**src/rtl/key_debounce_if.sv**
```systemverilog
// Key debouncer signal bundle: raw key line in, clean level and edge pulses out.
// The board-side driver uses master; the debouncer uses slave.
interface key_debounce_if;
  logic key_i;
  logic level_o;
  logic rise_o;
  logic fall_o;

  modport master (output key_i, input level_o, input rise_o, input fall_o);
  modport slave  (input key_i, output level_o, output rise_o, output fall_o);
endinterface

```
**src/rtl/key_debounce.sv**
```systemverilog
// Synchronising key debouncer: a flop chain brings the raw key into clk_i,
// then a four-state FSM accepts a new level after DEBOUNCE_CYCLES agreeing samples.
//
//   state       | meaning
//   ------------+-------------------------------------------------------
//   STABLE_LOW  | level 0 accepted, waiting for a differing sample
//   CHECK_HIGH  | level 0, counting consecutive high samples
//   STABLE_HIGH | level 1 accepted, waiting for a differing sample
//   CHECK_LOW   | level 1, counting consecutive low samples
module key_debounce #(
  parameter int SYNC_STAGES     = 2,
  parameter int DEBOUNCE_CYCLES = 500000,
  parameter int INVERT          = 1
) (
  input  logic           clk_i,
  input  logic           rst_ni,
  key_debounce_if.slave  bus
);

  localparam int             CW       = (DEBOUNCE_CYCLES < 2) ? 1 : $clog2(DEBOUNCE_CYCLES + 1);
  localparam logic [CW-1:0]  CNT_LAST = CW'(DEBOUNCE_CYCLES - 1);
  localparam logic           IDLE_RAW = (INVERT != 0);

  typedef enum logic [1:0] {
    STABLE_LOW  = 2'd0,
    CHECK_HIGH  = 2'd1,
    STABLE_HIGH = 2'd2,
    CHECK_LOW   = 2'd3
  } state_t;

  state_t               state_q, state_d;
  logic [CW-1:0]        cnt_q, cnt_d;
  logic [SYNC_STAGES-1:0] sync_q;
  logic                 s;
  logic                 level_q, rise_q, fall_q;
  logic                 level_d, rise_d, fall_d;

  // Reset loads the idle raw value so leaving reset never looks like an edge.
  always_ff @(posedge clk_i) begin
    if (!rst_ni) begin
      sync_q <= {SYNC_STAGES{IDLE_RAW}};
    end else begin
      sync_q <= {sync_q[SYNC_STAGES-2:0], bus.key_i};
    end
  end

  assign s = sync_q[SYNC_STAGES-1] ^ IDLE_RAW;

  always_ff @(posedge clk_i) begin
    if (!rst_ni) begin
      state_q <= STABLE_LOW;
      cnt_q   <= '0;
      level_q <= 1'b0;
      rise_q  <= 1'b0;
      fall_q  <= 1'b0;
    end else begin
      state_q <= state_d;
      cnt_q   <= cnt_d;
      level_q <= level_d;
      rise_q  <= rise_d;
      fall_q  <= fall_d;
    end
  end

  always_comb begin
    state_d = state_q;
    cnt_d   = cnt_q;
    case (state_q)
      STABLE_LOW: begin
        cnt_d = '0;
        if (s) begin
          if (DEBOUNCE_CYCLES == 1) begin
            state_d = STABLE_HIGH;
          end else begin
            state_d = CHECK_HIGH;
            cnt_d   = CW'(1);
          end
        end
      end
      CHECK_HIGH: begin
        if (!s) begin
          state_d = STABLE_LOW;
          cnt_d   = '0;
        end else if (cnt_q == CNT_LAST) begin
          state_d = STABLE_HIGH;
          cnt_d   = '0;
        end else begin
          cnt_d = cnt_q + CW'(1);
        end
      end
      STABLE_HIGH: begin
        cnt_d = '0;
        if (!s) begin
          if (DEBOUNCE_CYCLES == 1) begin
            state_d = STABLE_LOW;
          end else begin
            state_d = CHECK_LOW;
            cnt_d   = CW'(1);
          end
        end
      end
      CHECK_LOW: begin
        if (s) begin
          state_d = STABLE_HIGH;
          cnt_d   = '0;
        end else if (cnt_q == CNT_LAST) begin
          state_d = STABLE_LOW;
          cnt_d   = '0;
        end else begin
          cnt_d = cnt_q + CW'(1);
        end
      end
      default: begin
        state_d = STABLE_LOW;
        cnt_d   = '0;
      end
    endcase
  end

  // Pulses only on a real acceptance; a bounce back into the old stable state is silent.
  always_comb begin
    level_d = (state_d == STABLE_HIGH) || (state_d == CHECK_LOW);
    rise_d  = (state_d == STABLE_HIGH) &&
              ((state_q == CHECK_HIGH) || (state_q == STABLE_LOW));
    fall_d  = (state_d == STABLE_LOW) &&
              ((state_q == CHECK_LOW) || (state_q == STABLE_HIGH));
  end

  assign bus.level_o = level_q;
  assign bus.rise_o  = rise_q;
  assign bus.fall_o  = fall_q;

endmodule
```
**src/flat_wrapper.sv**
```systemverilog
// flat-port wrapper written by rule: the top's interface ports become plain ports
module key_debounce_flat 
#(
  parameter int SYNC_STAGES     = 2,
  parameter int DEBOUNCE_CYCLES = 500000,
  parameter int INVERT          = 1
)
  (clk_i, rst_ni, bus_key_i, bus_level_o, bus_rise_o, bus_fall_o);
  key_debounce_if bus_i ();
  input  logic clk_i;
  input  logic rst_ni;
  input wire logic [$bits(bus_i.key_i)-1:0] bus_key_i;
  output wire logic [$bits(bus_i.level_o)-1:0] bus_level_o;
  output wire logic [$bits(bus_i.rise_o)-1:0] bus_rise_o;
  output wire logic [$bits(bus_i.fall_o)-1:0] bus_fall_o;
  assign bus_i.key_i = bus_key_i;
  assign bus_level_o = bus_i.level_o;
  assign bus_rise_o = bus_i.rise_o;
  assign bus_fall_o = bus_i.fall_o;
  key_debounce #(.SYNC_STAGES(SYNC_STAGES), .DEBOUNCE_CYCLES(DEBOUNCE_CYCLES), .INVERT(INVERT)) u_core (.clk_i(clk_i), .rst_ni(rst_ni), .bus(bus_i));
endmodule
```
**config.mk**
```make
export PLATFORM = sky130hd
export DESIGN_NAME = key_debounce_flat
export DESIGN_NICKNAME = d
export VERILOG_FILES = /design/src/rtl/key_debounce_if.sv /design/src/rtl/key_debounce.sv /design/src/flat_wrapper.sv
export SDC_FILE = /design/constraint.sdc
export NUM_CORES = 1
export LEC_CHECK = 0
export ABC_AREA = 1
export CORE_MARGIN = 3
export CORE_UTILIZATION = 35
export CTS_BUF_LIST = sky130_fd_sc_hd__clkbuf_4
export CTS_CLUSTER_SIZE = 16
export DETAILED_ROUTE_END_ITERATION = 10
export HOLD_SLACK_MARGIN = 0.1
export PLACE_DENSITY_LB_ADDON = 0.05
export SETUP_SLACK_MARGIN = 0.4
export SKIP_CTS_REPAIR_TIMING = 1
export SLEW_MARGIN = 25
export SYNTH_ARGS = -nofsm -noshare
export SYNTH_HDL_FRONTEND = slang
export SYNTH_SLANG_ARGS = --single-unit
export TNS_END_PERCENT = 1
```
**constraint.sdc**
```tcl
create_clock -name clk_i -period 2.3 [get_ports clk_i]
set_input_delay 0.46 -clock clk_i [delete_from_list [all_inputs] [get_ports clk_i]]
set_output_delay 0.46 -clock clk_i [all_outputs]
set_load 0.02 [all_outputs]
```
# Yosys cells after proc, flatten, opt, wreduce, memory -nomap -nowiden
# Cells that the tools add are included.
# totals
ff_bits	26
in_bits	3
out_inout_bits	3
word_cells	33
# classes
addsub	1
n_eq_ne	6
muxes	13
n_reduce_logical	7
# ops
op	n
19-bit case mux with 4 select lines	1
19-bit 2-to-1 mux	3
19-bit by 1-bit adder with 19-bit output (second input constant)	1
19-bit equality test (second input constant)	1
2-bit 2-to-1 mux	6
2-bit equality test (second input constant)	4
2-bit case mux with 4 select lines	1
2-bit logical NOT	2
1-bit logical OR	3
2-bit by 1-bit equality test with 1-bit output (second input constant)	1
1-bit logical AND	2
1-bit 2-to-1 mux	2

# Longest topological paths before layout
# Gate-level depths: netlist of run 1.
# depth
ltp_word	6
mapped_depth	9
ltp_nobuf	8

# Worst setup path before layout of run 1
# No wires, ideal clock.
# synth_timing
path_type	register -> register
startpoint	register u_core.cnt_q[0]
endpoint	register u_core.cnt_q[7]
setup_time_ps	115
t_arrival_ps	1201
setup_slack_ps	985
path_stages_with_launch	10
path_buffers	1
cell_sequence	dfxtp_1 > ha_1 > nand2_2 > nor2_4 > nand3_2 > inv_2 > nand2_4 > nand2_4 > buf_6 > nor2_1
# synth_between
elab_chain_cells	4
# synth_lines
element	line_no	text
start: declaration	key_debounce.sv:32	logic [CW-1:0] cnt_q, cnt_d;
start signal: assignment	key_debounce.sv:58	cnt_q <= cnt_d;
19-bit by 1-bit adder with 19-bit output or 19-bit equality test (tied branches)	n/a	
19-bit 2-to-1 mux (*)	key_debounce.sv:84, key_debounce.sv:106	
19-bit 2-to-1 mux, on equally long branches	key_debounce.sv:103, key_debounce.sv:81	
19-bit case mux with 4 select lines (*)	key_debounce.sv:68	case (state_q)
# Mark *: on every way between the ends. The rest lies on a longest branch, timed or not.
# A chain may end at the register's enable or synchronous reset.

# Worst setup path after layout of run 1
# layout_timing
startpoint	register u_core.rise_q (netlist: u_core.bus.rise_o)
endpoint	output port bus_rise_o
# layout_rtl
element	line_no	text
start: declaration	key_debounce.sv:35	logic level_q, rise_q, fall_q;
start signal: assignment	key_debounce.sv:60	rise_q <= rise_d;
end: declaration	flat_wrapper.sv:14	output wire logic [$bits(bus_i.rise_o)-1:0] bus_rise_o;
# No word-level cell between the ends.

==> summary.txt, run 1 <==
Timing
  • Setup violators final: 0
  • Maximum clock frequency: 583 MHz
  • Slew margin rel.: 0.707
  • Final setup slack of the worst path: 0.584 ns
  • Final worst clock skew: 0.00150 ns
  • Transition time at the pin with the least slew margin: 0.437 ns
  • Part of the cycle the worst path needs: 0.746
  • Final TNS setup: 0 ns
  • Setup repair after global routing missed its margin: false
  • Slew Limit Fails: 0
  • Count of endpoints failing hold in the final timing report: 0
  • Post-route minimum period: 1.72 ns

Clocking
  • Max clock buf depth: 2
  • Clk sink count: 26
  • Root buffer selected by CTS: sky130_fd_sc_hd__clkbuf_4
  • Clock-pin slew on the worst setup and hold paths: roughly 0.15 ns
  • Clock latency reported for the late side of the worst-skew pair: between 0.3 and 0.4 ns
  • TritonCTS buffer count: 3
  • H-tree depth reported by CTS: 1
  • CTS tree: yes

Finish
  • Post-route non-filler standard cell count: 228
  • Area delta synth->final: 11.9%
  • Diode insertion count for antenna repair: 0
  • Filler cell count in the final layout: 361
  • Most common cell after layout, fill and taps aside: sky130_fd_sc_hd__nor2_1
  • Net total in the final layout: 187
  • Highest-count cells in the layout ignoring fill and taps: sky130_fd_sc_hd__nor2_1, sky130_fd_sc_hd__nand2_1, sky130_fd_sc_hd__dfxtp_1
  • Proportion of layout cells with a drive suffix above 1: 0.132
  • Final core utilization: 0.412

Critical path
  • Kind of capture point of the worst setup path: output port
  • Kind of start point of the critical path: flip-flop
  • Delay contributed by the slowest stage of the critical path: 0.59 ns
  • Maximum fanout along the worst path: 1
  • Worst Path Class, Setup: flip-flop to output port
  • Worst reg2reg setup slack: roughly 0.8 ns
  • List of cells traversed by the critical path: clkdlybuf4s50_1
  • Master of the slowest instance on the critical path: sky130_fd_sc_hd__clkdlybuf4s50_1
  • WP data required: about 1.8 ns
  • Cell family with the largest share of critical-path delay: buffers and inverters
  • Crit path arrival time: 1.26 ns
  • WP buf/inv: 1

Placement
  • Total of buffers placed on input and output ports: 5
  • Cell total after placement: 224
  • Routability congestion estimate from global placement: slightly below 0.8
  • Post-placement setup slack: ~0.65 ns
  • Estimated wirelength of the detail-placed design: ~1900 µm

Power
  • Comb pwr share: 0.013
  • Peak supply drop: 0.397 mV
  • Power density relative to cell area: 561 nW/µm²
  • Portion of total power attributed to the clock network: 0.406
  • Power share of the sequential group: 0.581
  • Internal Pwr Total: approximately 630 µW
  • Reported leakage power: 0.000460 µW
  • Sw Ratio: 0.189
  • Overall power: 783 µW
  • NetSw: 148 µW

Floorplanning
  • I/O pin cnt: 6
  • Initial core utilization: 0.368
  • Die Footprint: about 4300 µm²
  • Placement Rows: 21
  • Floorplan die width: 65.7 µm
  • Placeable Area: approximately 3400 µm²
  • DIE HEIGHT: 65.7 µm

Global route
  • Global route overflow: 0
  • Vias in the first global route: 913
  • Total GRT Usage: 0.129
  • Wire length of the first global-routing pass: ~4200 µm
  • Antenna violations before repair: 0
  • Largest net degree at the start of global routing: 16

Synth
  • Ys Warns: 0
  • Netlist Area Pre-Place: 1250 µm²
  • Post-synth cell types: 23
  • Synth Net Count: 178
  • Post-synthesis register bit count: 26
  • Average size of a mapped cell: 7.17 µm²
  • Post-synthesis sequential area ratio: 0.417
  • Mapped Cells: between 150 and 200

Detailed routing
  • Via density per instance: around 4.5
  • First-pass iteration count of the detailed router: 4
  • DRC marker count from the first detailed-route iteration: 56
  • Post-route DRC violation count: 0
  • Antenna Nets Post-Route: 0
  • Average detailed-routed wire length per instance: between 10 and 15 µm
  • Wirelength, routed: 2420 µm
  • Total via count in the routed design: between 1000 and 1500

Job
  • Max_cap viols: 0

Worst hold path
  • Worst min path class: flip-flop to flip-flop

Run status
  • Result of the run: finished clean
==> state kept, by name (all words and copies together), names as in the netlist <==
register / flops
u_core.bus.fall_o: 1
u_core.cnt_q: 19
u_core.bus.level_o: 1
u_core.sync_q: 2
u_core.state_q: 2
u_core.bus.rise_o: 1
==> metrics by stage <==
stage,cell area (µm²),hold WS (ns)
after floorplan,1250,0.393
after detailed placement,1340,0.400
after CTS,1400,0.434
after global placement,1340,0.395
after global routing,1400,0.443
final,1400,0.429
==> Yosys cell counts <==
| master | count | area, µm² |
|---|---|---|
| sky130_fd_sc_hd__a21oi_1 | 2 | 10.0 |
| sky130_fd_sc_hd__a31oi_1 | 2 | 12.5 |
| sky130_fd_sc_hd__and3_1 | 1 | 6.26 |
| sky130_fd_sc_hd__buf_6 | 1 | 11.3 |
| sky130_fd_sc_hd__dfxtp_1 | 26 | 521 |
| sky130_fd_sc_hd__ha_1 | 1 | 12.5 |
| sky130_fd_sc_hd__inv_1 | 20 | 75.1 |
| sky130_fd_sc_hd__inv_2 | 2 | 7.51 |
| sky130_fd_sc_hd__nand2_1 | 30 | 113 |
| sky130_fd_sc_hd__nand2_2 | 4 | 25.0 |
| sky130_fd_sc_hd__nand2_4 | 2 | 22.5 |
| sky130_fd_sc_hd__nand3_1 | 11 | 55.1 |
| sky130_fd_sc_hd__nand3_2 | 2 | 20.0 |
| sky130_fd_sc_hd__nand4_1 | 2 | 12.5 |
| sky130_fd_sc_hd__nor2_1 | 39 | 146 |
| sky130_fd_sc_hd__nor2_2 | 5 | 31.3 |
| sky130_fd_sc_hd__nor2_4 | 2 | 22.5 |
| sky130_fd_sc_hd__nor3_1 | 11 | 55.1 |
| sky130_fd_sc_hd__nor3_2 | 1 | 10.0 |
| sky130_fd_sc_hd__o21ai_1 | 1 | 5.00 |
| sky130_fd_sc_hd__or2_2 | 2 | 12.5 |
| sky130_fd_sc_hd__xnor2_1 | 2 | 17.5 |
| sky130_fd_sc_hd__xor2_1 | 5 | 43.8 |
==> cells by family (layout without fill, tap and decap cells) <==
family / count (synthesis) / count (layout) / share of synthesized area
AOI/OAI and AO/OA: 5 / 5 / 0.0221
adders and majority gates: 1 / 1 / 0.0100
buffers and inverters: 23 / 31 / 0.0752
DFF: 26 / 26 / 0.417
xor gates and xnor gates: 7 / 7 / 0.0491
and+or+nand+nor: 112 / 112 / 0.426
==> power groups by stage <==
stage | logic [µW] | registers [µW] | clock network (µW)
6_report | 10.4 | 455 | 317
5_1_grt | 12.2 | 456 | 346
3_5_place_dp | 10.4 | 465 | 0
2_1_floorplan | 5.79 | 464 | 0
4_1_cts | 10.5 | 455 | 327
3_3_place_gp | 10.4 | 465 | 0
==> worst paths after layout <==
| check | end | cells past startpoint | from |
|---|---|---|---|
| setup / recovery | bus_rise_o | 1 | u_core.bus.rise_o$_SDFF_PN0_ |
| hold / removal | u_core.sync_q[1]$_SDFF_PN1_ | 1 | u_core.sync_q[0]$_SDFF_PN1_ |
| setup reg to reg | u_core.cnt_q[0]$_SDFF_PN0_ | 7 | u_core.cnt_q[0]$_SDFF_PN0_ |
| hold reg to reg | u_core.sync_q[1]$_SDFF_PN1_ | 1 | u_core.sync_q[0]$_SDFF_PN1_ |
==> layer usage <==
| metal | part of all wire | up-vias | GRT usage |
|---|---|---|---|
| li1 | - | 561 | - |
| met1 | 0.53 | 444 | 0.195 |
| met2 | 0.43 | 15 | 0.179 |
| met3 | 0.033 | 2 | 0.0256 |
| met4 | 0.0070 | 0 | 0.0389 |
| met5 | 0 | - | 0 |
==> area by class of cell <==
class / count / area, µm² / area share
Clock inverter: 1 / 30.0 / 0.0215
Tap cell: 46 / 57.6 / 0.0412
Timing Repair Buffer: 5 / 50.0 / 0.0358
Clock buffer: 3 / 22.5 / 0.0161
Inverter: 22 / 82.6 / 0.0591
Sequential cell: 26 / 520 / 0.373
Multi-Input combinational cell: 125 / 633 / 0.453
(Power assumes the default switching activity.)
==> run 2: changes to the inputs <==
==> constraint.sdc (replaced) <==
create_clock -name clk_i -period 1.4 [get_ports clk_i]
set_input_delay 0.28 -clock clk_i [delete_from_list [all_inputs] [get_ports clk_i]]
set_output_delay 0.28 -clock clk_i [all_outputs]
set_load 0.02 [all_outputs]
==> run 2 against run 1 <==
First-iteration DRC count decreased by 20%. Critical path depth up 5. Clock-buffer cell count is the same. Flip-flop and latch count unchanged. Utilization up 6.5 points. Sequential share of layout area shrank 4.6 points. Critical path type is now flip-flop to flip-flop. Cell area is 16% higher. Power up 65%.
==> summary.txt, run 2 (same netlist as run 1, synthesis figures left out) <==
Finish
  • Register with the most flip-flops: u_core.cnt_q (unchanged)
  • Filler cell count in the final layout: 351 (was 361)
  • Diode insertion count for antenna repair: 0 (unchanged)
  • Proportion of layout cells with a drive suffix above 1: 0.245 (was 0.132)
  • Highest-count cells in the layout ignoring fill and taps: sky130_fd_sc_hd__nor2_1, sky130_fd_sc_hd__nand2_1, sky130_fd_sc_hd__dfxtp_1 (unchanged)
  • Net total in the final layout: 201 (was 187)
  • Most common cell after layout, fill and taps aside: sky130_fd_sc_hd__nor2_1 (unchanged)
  • Area delta synth->final: 29.7% (was 11.9%)
  • Fin area: 1620 µm² (was 1400 µm²)
  • Flip-flop count of the largest register, all copies and words added: 19 (unchanged)
  • Leading registers by flop count: u_core.cnt_q (19), u_core.state_q (2), u_core.sync_q (2) (unchanged)

Critical path
  • Kind of start point of the critical path: flip-flop (unchanged)
  • Master of the slowest instance on the critical path: sky130_fd_sc_hd__dfxtp_1 (was sky130_fd_sc_hd__clkdlybuf4s50_1)
  • Delay contributed by the slowest stage of the critical path: 0.42 ns (was 0.59 ns)
  • WP buf/inv: 2 (was 1)
  • Cell family with the largest share of critical-path delay: simple AND/OR/NAND/NOR gates (was buffers and inverters)
  • Crit path arrival time: 1.60 ns (was 1.26 ns)
  • List of cells traversed by the critical path: buf_4 > inv_1 > nor3_1 > nand3_1 > xor2_1 > nor2_1 (was clkdlybuf4s50_1)
  • Worst Path Class, Setup: flip-flop to flip-flop (was flip-flop to output port)
  • WP data required: 1.68 ns (was 1.84 ns)
  • Kind of capture point of the worst setup path: flip-flop (was output port)
  • Maximum fanout along the worst path: 4 (was 1)

Job
  • Max_cap viols: 0 (unchanged)

Global route
  • Largest net degree at the start of global routing: 16 (unchanged)
  • Global route overflow: 0 (unchanged)
  • Total GRT Usage: 0.140 (was 0.129)
  • Wire length of the first global-routing pass: 4620 µm (was 4240 µm)
  • Vias in the first global route: 1054 (was 913)
  • Antenna violations before repair: 0 (unchanged)

Detailed routing
  • Average detailed-routed wire length per instance: 11.2 µm (was 10.6 µm)
  • First-pass iteration count of the detailed router: 4 (unchanged)
  • DRC marker count from the first detailed-route iteration: 45 (was 56)
  • Via density per instance: 4.56 (was 4.48)
  • Antenna Nets Post-Route: 0 (unchanged)
  • Post-route DRC violation count: 0 (unchanged)
  • Wirelength, routed: 2710 µm (was 2420 µm)
  • Total via count in the routed design: 1104 (was 1022)

Clocking
  • Clk sink count: 26 (unchanged)
  • TritonCTS buffer count: 3 (unchanged)
  • Clock latency reported for the late side of the worst-skew pair: 0.33 ns (was 0.32 ns)
  • Clock-pin slew on the worst setup and hold paths: 0.15 ns (about the same)
  • CTS tree: yes (unchanged)
  • Root buffer selected by CTS: sky130_fd_sc_hd__clkbuf_4 (unchanged)
  • Max clock buf depth: 2 (unchanged)
  • H-tree depth reported by CTS: 1 (unchanged)

Worst hold path
  • Worst min path class: flip-flop to flip-flop (unchanged)

Placement
  • Routability congestion estimate from global placement: 0.800 (was 0.788)
  • Estimated wirelength of the detail-placed design: 2020 µm (was 1910 µm)
  • Total of buffers placed on input and output ports: 5 (unchanged)
  • Post-detailed-placement cell area: 1450 µm² (was 1340 µm²)

Power
  • Power density relative to cell area: 800 nW/µm² (was 561 nW/µm²)
  • Peak supply drop: 0.582 mV (was 0.397 mV)
  • Reported leakage power: 0.000624 µW (was 0.000460 µW)

Timing
  • Final worst clock skew: 0.00147 ns (was 0.00150 ns)
  • Slew margin rel.: 0.827 (was 0.707)
  • Post-route minimum period: approximately 1.3 ns
  • Final TNS setup: 0 ns (unchanged)
  • Transition time at the pin with the least slew margin: 0.258 ns (was 0.437 ns)
  • Setup repair after global routing missed its margin: true (was false)
  • Slew Limit Fails: 0 (unchanged)
  • Count of endpoints failing hold in the final timing report: 0 (unchanged)
  • Part of the cycle the worst path needs: 0.941
  • Setup violators final: 0 (unchanged)
  • Maximum clock frequency: 759 MHz

Floorplanning
  • Placement Rows: 21 (unchanged)
  • DIE HEIGHT: 65.7 µm (unchanged)
  • Die Footprint: 4320 µm² (unchanged)
  • I/O pin cnt: 6 (unchanged)
  • Placeable Area: 3390 µm² (unchanged)
  • Initial core utilization: 0.368 (unchanged)
  • Floorplan die width: 65.7 µm (unchanged)

Run status
  • Result of the run: finished clean (unchanged)
-- run 2: final timing paths --
check	depth (start not counted)	endpoint	startpoint	slack, ns
worst max register to register	6	u_core.cnt_q[12]$_SDFF_PN0_	u_core.cnt_q[4]$_SDFF_PN0_	0.08
worst max-delay path	6	u_core.cnt_q[12]$_SDFF_PN0_	u_core.cnt_q[4]$_SDFF_PN0_	0.08
worst min-delay path	1	u_core.sync_q[1]$_SDFF_PN1_	u_core.sync_q[0]$_SDFF_PN1_	0.43
worst min register to register	1	u_core.sync_q[1]$_SDFF_PN1_	u_core.sync_q[0]$_SDFF_PN1_	0.43
-- run 2: stage by stage --
step           instances  utilization  hold slack, ns  worst slack, ns  total power [µW]
2_1_floorplan        174            -           0.387            0.144               773
3_3_place_gp         235        0.427           0.403           0.0123               784
3_5_place_dp         235        0.427           0.410          -0.0571               785
4_1_cts              239        0.442           0.440           -0.173              1320
5_1_grt              242        0.477           0.450         -0.00312              1350
6_report             242        0.477           0.433           0.0822              1290
-- run 2: per-layer routing --
layer,part of all wire,global-route usage,vias up
met3,0.025,0.0410,5
li1,-,-,592
met1,0.44,0.171,500
met2,0.52,0.239,7
met4,0.0085,0.0311,0
met5,0,0,-
-- run 2: final cells by class --
type | count | area [µm²] | share of cell area
timing repair buffer | 18 | 166 | 0.103
sequential | 26 | 528 | 0.326
clock buffer | 3 | 22.5 | 0.0139
multi-input combinational | 126 | 731 | 0.452
inverter | 22 | 82.6 | 0.0510
clock inverter | 1 | 30.0 | 0.0186
tap | 46 | 57.6 | 0.0356
-- run 2: where the power goes --
| part | switching [µW] | internal [µW] | total (µW) |
|---|---|---|---|
| logic | 9.41 | 12.7 | 22.1 |
| clock network | 237 | 290 | 526 |
| registers | 3.50 | 743 | 746 |
| total | 250 | 1050 | 1290 |
==> run 3: changes to the inputs <==
==> constraint.sdc (replaced) <==
create_clock -name clk_i -period 1.3 [get_ports clk_i]
set_input_delay 0.26 -clock clk_i [delete_from_list [all_inputs] [get_ports clk_i]]
set_output_delay 0.26 -clock clk_i [all_outputs]
set_load 0.02 [all_outputs]
==> run 3 against run 2 <==
The run now ends with negative setup slack left. Critical path depth grew 1. Fmax grew 1.3%. Flip-flop and latch count is the same. Setup slack lost 0.083 ns. Combinational power grew 9%. Sequential share of layout area shrank 0.54 points. Cell area grew 2.2%. Clock power grew 7.2%. First-iteration DRC count grew 22%. Register-to-register slack lost 0.08 ns. Critical endpoint is now u_core.cnt_q[0]$_SDFF_PN0_. Largest power group unchanged.
==> summary.txt, run 3 (same netlist as run 1, synthesis figures left out) <==
Run status
  • Result of the run: complete, but fails checks (was finished clean)
  • Failing checks: negative setup slack

Critical path
  • Maximum fanout along the worst path: 4 (unchanged)
  • Cell family with the largest share of critical-path delay: simple AND/OR/NAND/NOR gates (unchanged)
  • Worst setup path startpoint: u_core.cnt_q[1]$_SDFF_PN0_ (was u_core.cnt_q[4]$_SDFF_PN0_)
  • Reg2Reg Depth: 7 (was 6)
  • WP buf/inv: 0 (was 2)
  • Kind of capture point of the worst setup path: flip-flop (unchanged)
  • Worst flop-to-flop path endpoint: u_core.cnt_q[0]$_SDFF_PN0_ (was u_core.cnt_q[12]$_SDFF_PN0_)
  • Worst Path Class, Setup: flip-flop to flip-flop (unchanged)
  • Critical Path End: u_core.cnt_q[0]$_SDFF_PN0_ (was u_core.cnt_q[12]$_SDFF_PN0_)
  • Startpoint of the lowest-slack register-to-register path: u_core.cnt_q[1]$_SDFF_PN0_ (was u_core.cnt_q[4]$_SDFF_PN0_)
  • Delay contributed by the slowest stage of the critical path: 0.39 ns (was 0.42 ns)
  • WP data required: 1.54 ns (was 1.68 ns)
  • Cell repeated most along the worst path: sky130_fd_sc_hd__nor2_4
  • Number of stages on the worst setup path: 7 (was 6)
  • Master of the slowest instance on the critical path: sky130_fd_sc_hd__dfxtp_2 (was sky130_fd_sc_hd__dfxtp_1)
  • Worst reg2reg setup slack: -0.001 ns (was 0.08 ns)
  • Crit path arrival time: 1.55 ns (was 1.60 ns)
  • List of cells traversed by the critical path: ha_4 > nand2_4 > nor2_4 > nand3_2 > nor2_4 > nand2_2 > and3_4 (was buf_4 > inv_1 > nor3_1 > nand3_1 > xor2_1 > nor2_1)
  • Kind of start point of the critical path: flip-flop (unchanged)

Clocking
  • TritonCTS buffer count: 3 (unchanged)
  • Clk sink count: 26 (unchanged)
  • Max clock buf depth: 2 (unchanged)
  • CTS tree: yes (unchanged)
  • Clock latency reported for the late side of the worst-skew pair: 0.33 ns (about the same)
  • Clock-pin slew on the worst setup and hold paths: 0.15 ns (about the same)
  • Root buffer selected by CTS: sky130_fd_sc_hd__clkbuf_4 (unchanged)
  • H-tree depth reported by CTS: 1 (unchanged)

Placement
  • Estimated wirelength of the detail-placed design: 2120 µm (was 2020 µm)
  • Routability congestion estimate from global placement: 0.875 (was 0.800)
  • Post-placement setup slack: -0.130 ns (was -0.0571 ns)
  • Total of buffers placed on input and output ports: 5 (unchanged)

Power
  • Peak supply drop: 0.834 mV (was 0.582 mV)
  • Power density relative to cell area: 842 nW/µm² (was 800 nW/µm²)
  • Reported leakage power: 0.000635 µW (was 0.000624 µW)
  • Overall power: 1390 µW (was 1290 µW)

Finish
  • Final core utilization: 0.488 (was 0.477)
  • Diode insertion count for antenna repair: 0 (unchanged)
  • Flip-flop count of the largest register, all copies and words added: 19 (unchanged)
  • Register with the most flip-flops: u_core.cnt_q (unchanged)
  • Area delta synth->final: 32.5% (was 29.7%)
  • Leading registers by flop count: u_core.cnt_q (19), u_core.state_q (2), u_core.sync_q (2) (unchanged)
  • Proportion of layout cells with a drive suffix above 1: 0.299 (was 0.245)
  • Highest-count cells in the layout ignoring fill and taps: sky130_fd_sc_hd__nor2_1, sky130_fd_sc_hd__nand2_1, sky130_fd_sc_hd__inv_1, sky130_fd_sc_hd__dfxtp_1, sky130_fd_sc_hd__buf_4 (was sky130_fd_sc_hd__nor2_1, sky130_fd_sc_hd__nand2_1, sky130_fd_sc_hd__dfxtp_1)
  • Most common cell after layout, fill and taps aside: sky130_fd_sc_hd__nor2_1 (unchanged)
  • Net total in the final layout: 206 (was 201)

Timing
  • Worst hold slack after final layout: 0.433 ns (about the same)
  • Part of the cycle the worst path needs: 1.00 (was 0.941)
  • Final worst clock skew: 0.00580 ns (was 0.00147 ns)
  • Setup violators final: 1 (was 0)
  • Final TNS setup: -0.00116 ns (was 0 ns)
  • Count of endpoints failing hold in the final timing report: 0 (unchanged)
  • Maximum clock frequency: 769 MHz (was 759 MHz)
  • Post-route minimum period: 1.30 ns (was 1.32 ns)
  • Slew Limit Fails: 0 (unchanged)
  • Transition time at the pin with the least slew margin: 0.226 ns (was 0.258 ns)
  • Final setup slack of the worst path: -0.00116 ns (was 0.0822 ns)
  • Setup repair after global routing missed its margin: true (unchanged)
  • Slew margin rel.: 0.849 (was 0.827)

Detailed routing
  • First-pass iteration count of the detailed router: 4 (unchanged)
  • Antenna Nets Post-Route: 0 (unchanged)
  • Via density per instance: 4.47 (was 4.56)
  • Average detailed-routed wire length per instance: 10.9 µm (was 11.2 µm)
  • Total via count in the routed design: 1105 (was 1104)
  • Wirelength, routed: 2690 µm (was 2710 µm)
  • Post-route DRC violation count: 0 (unchanged)
  • DRC marker count from the first detailed-route iteration: 55 (was 45)

Floorplanning
  • Die Footprint: 4320 µm² (unchanged)
  • I/O pin cnt: 6 (unchanged)
  • DIE HEIGHT: 65.7 µm (unchanged)
  • Placeable Area: 3390 µm² (unchanged)
  • Initial core utilization: 0.368 (unchanged)
  • Floorplan die width: 65.7 µm (unchanged)
  • Placement Rows: 21 (unchanged)

Global route
  • Wire length of the first global-routing pass: 4790 µm (was 4620 µm)
  • Vias in the first global route: 1114 (was 1054)
  • Global route overflow: 0 (unchanged)
  • Total GRT Usage: 0.144 (was 0.140)
  • Antenna violations before repair: 0 (unchanged)
  • Largest net degree at the start of global routing: 16 (unchanged)

Job
  • Max_cap viols: 0 (unchanged)

Worst hold path
  • Worst min path class: flip-flop to flip-flop (unchanged)
[run 3: final cells by class]
| cell class | count | area [µm²] |
|---|---|---|
| fillers | 343 | 1740 |
| multi-input cells | 125 | 726 |
| flip-flops and latches | 26 | 531 |
| repair buffers | 24 | 204 |
| inverters | 22 | 82.6 |
| well taps | 46 | 57.6 |
| clock inverters | 1 | 30.0 |
| clock buffers | 3 | 22.5 |
[run 3: worst min path at each step]
stage | startpoint | cells after the start | endpoint
finish | u_core.sync_q[0]$_SDFF_PN1_ | 1 | u_core.sync_q[1]$_SDFF_PN1_
global route | u_core.sync_q[0]$_SDFF_PN1_ | 1 | u_core.sync_q[1]$_SDFF_PN1_
CTS | u_core.sync_q[0]$_SDFF_PN1_ | 1 | u_core.sync_q[1]$_SDFF_PN1_
detailed placement | u_core.sync_q[0]$_SDFF_PN1_ | 1 | u_core.sync_q[1]$_SDFF_PN1_
global placement | u_core.sync_q[0]$_SDFF_PN1_ | 1 | u_core.sync_q[1]$_SDFF_PN1_
floorplan | bus_key_i | 1 | u_core.sync_q[0]$_SDFF_PN1_
[run 3: layer usage]
metal | wire length (µm) | track usage | part of all wire | vias to the layer above
met5 | 0 | 0 | 0 | -
met4 | 28 | 0.0466 | 0.010 | 0
met3 | 86 | 0.0410 | 0.032 | 2
met2 | 1390 | 0.249 | 0.52 | 15
met1 | 1190 | 0.171 | 0.44 | 490
li1 | - | - | - | 598
[run 3: stage by stage]
step | cell area (µm²) | std cells
after detailed placement | 1480 | 240
after global routing | 1650 | 247
after CTS | 1540 | 244
after global placement | 1480 | 240
final | 1650 | 247
after floorplan | 1270 | 174
[run 3: where the power goes]
| group | total (µW) | switching (µW) | internal (µW) |
|---|---|---|---|
| sequential | 803 | 3.54 | 800 |
| combinational | 24.0 | 9.36 | 14.6 |
| clock | 564 | 252 | 312 |
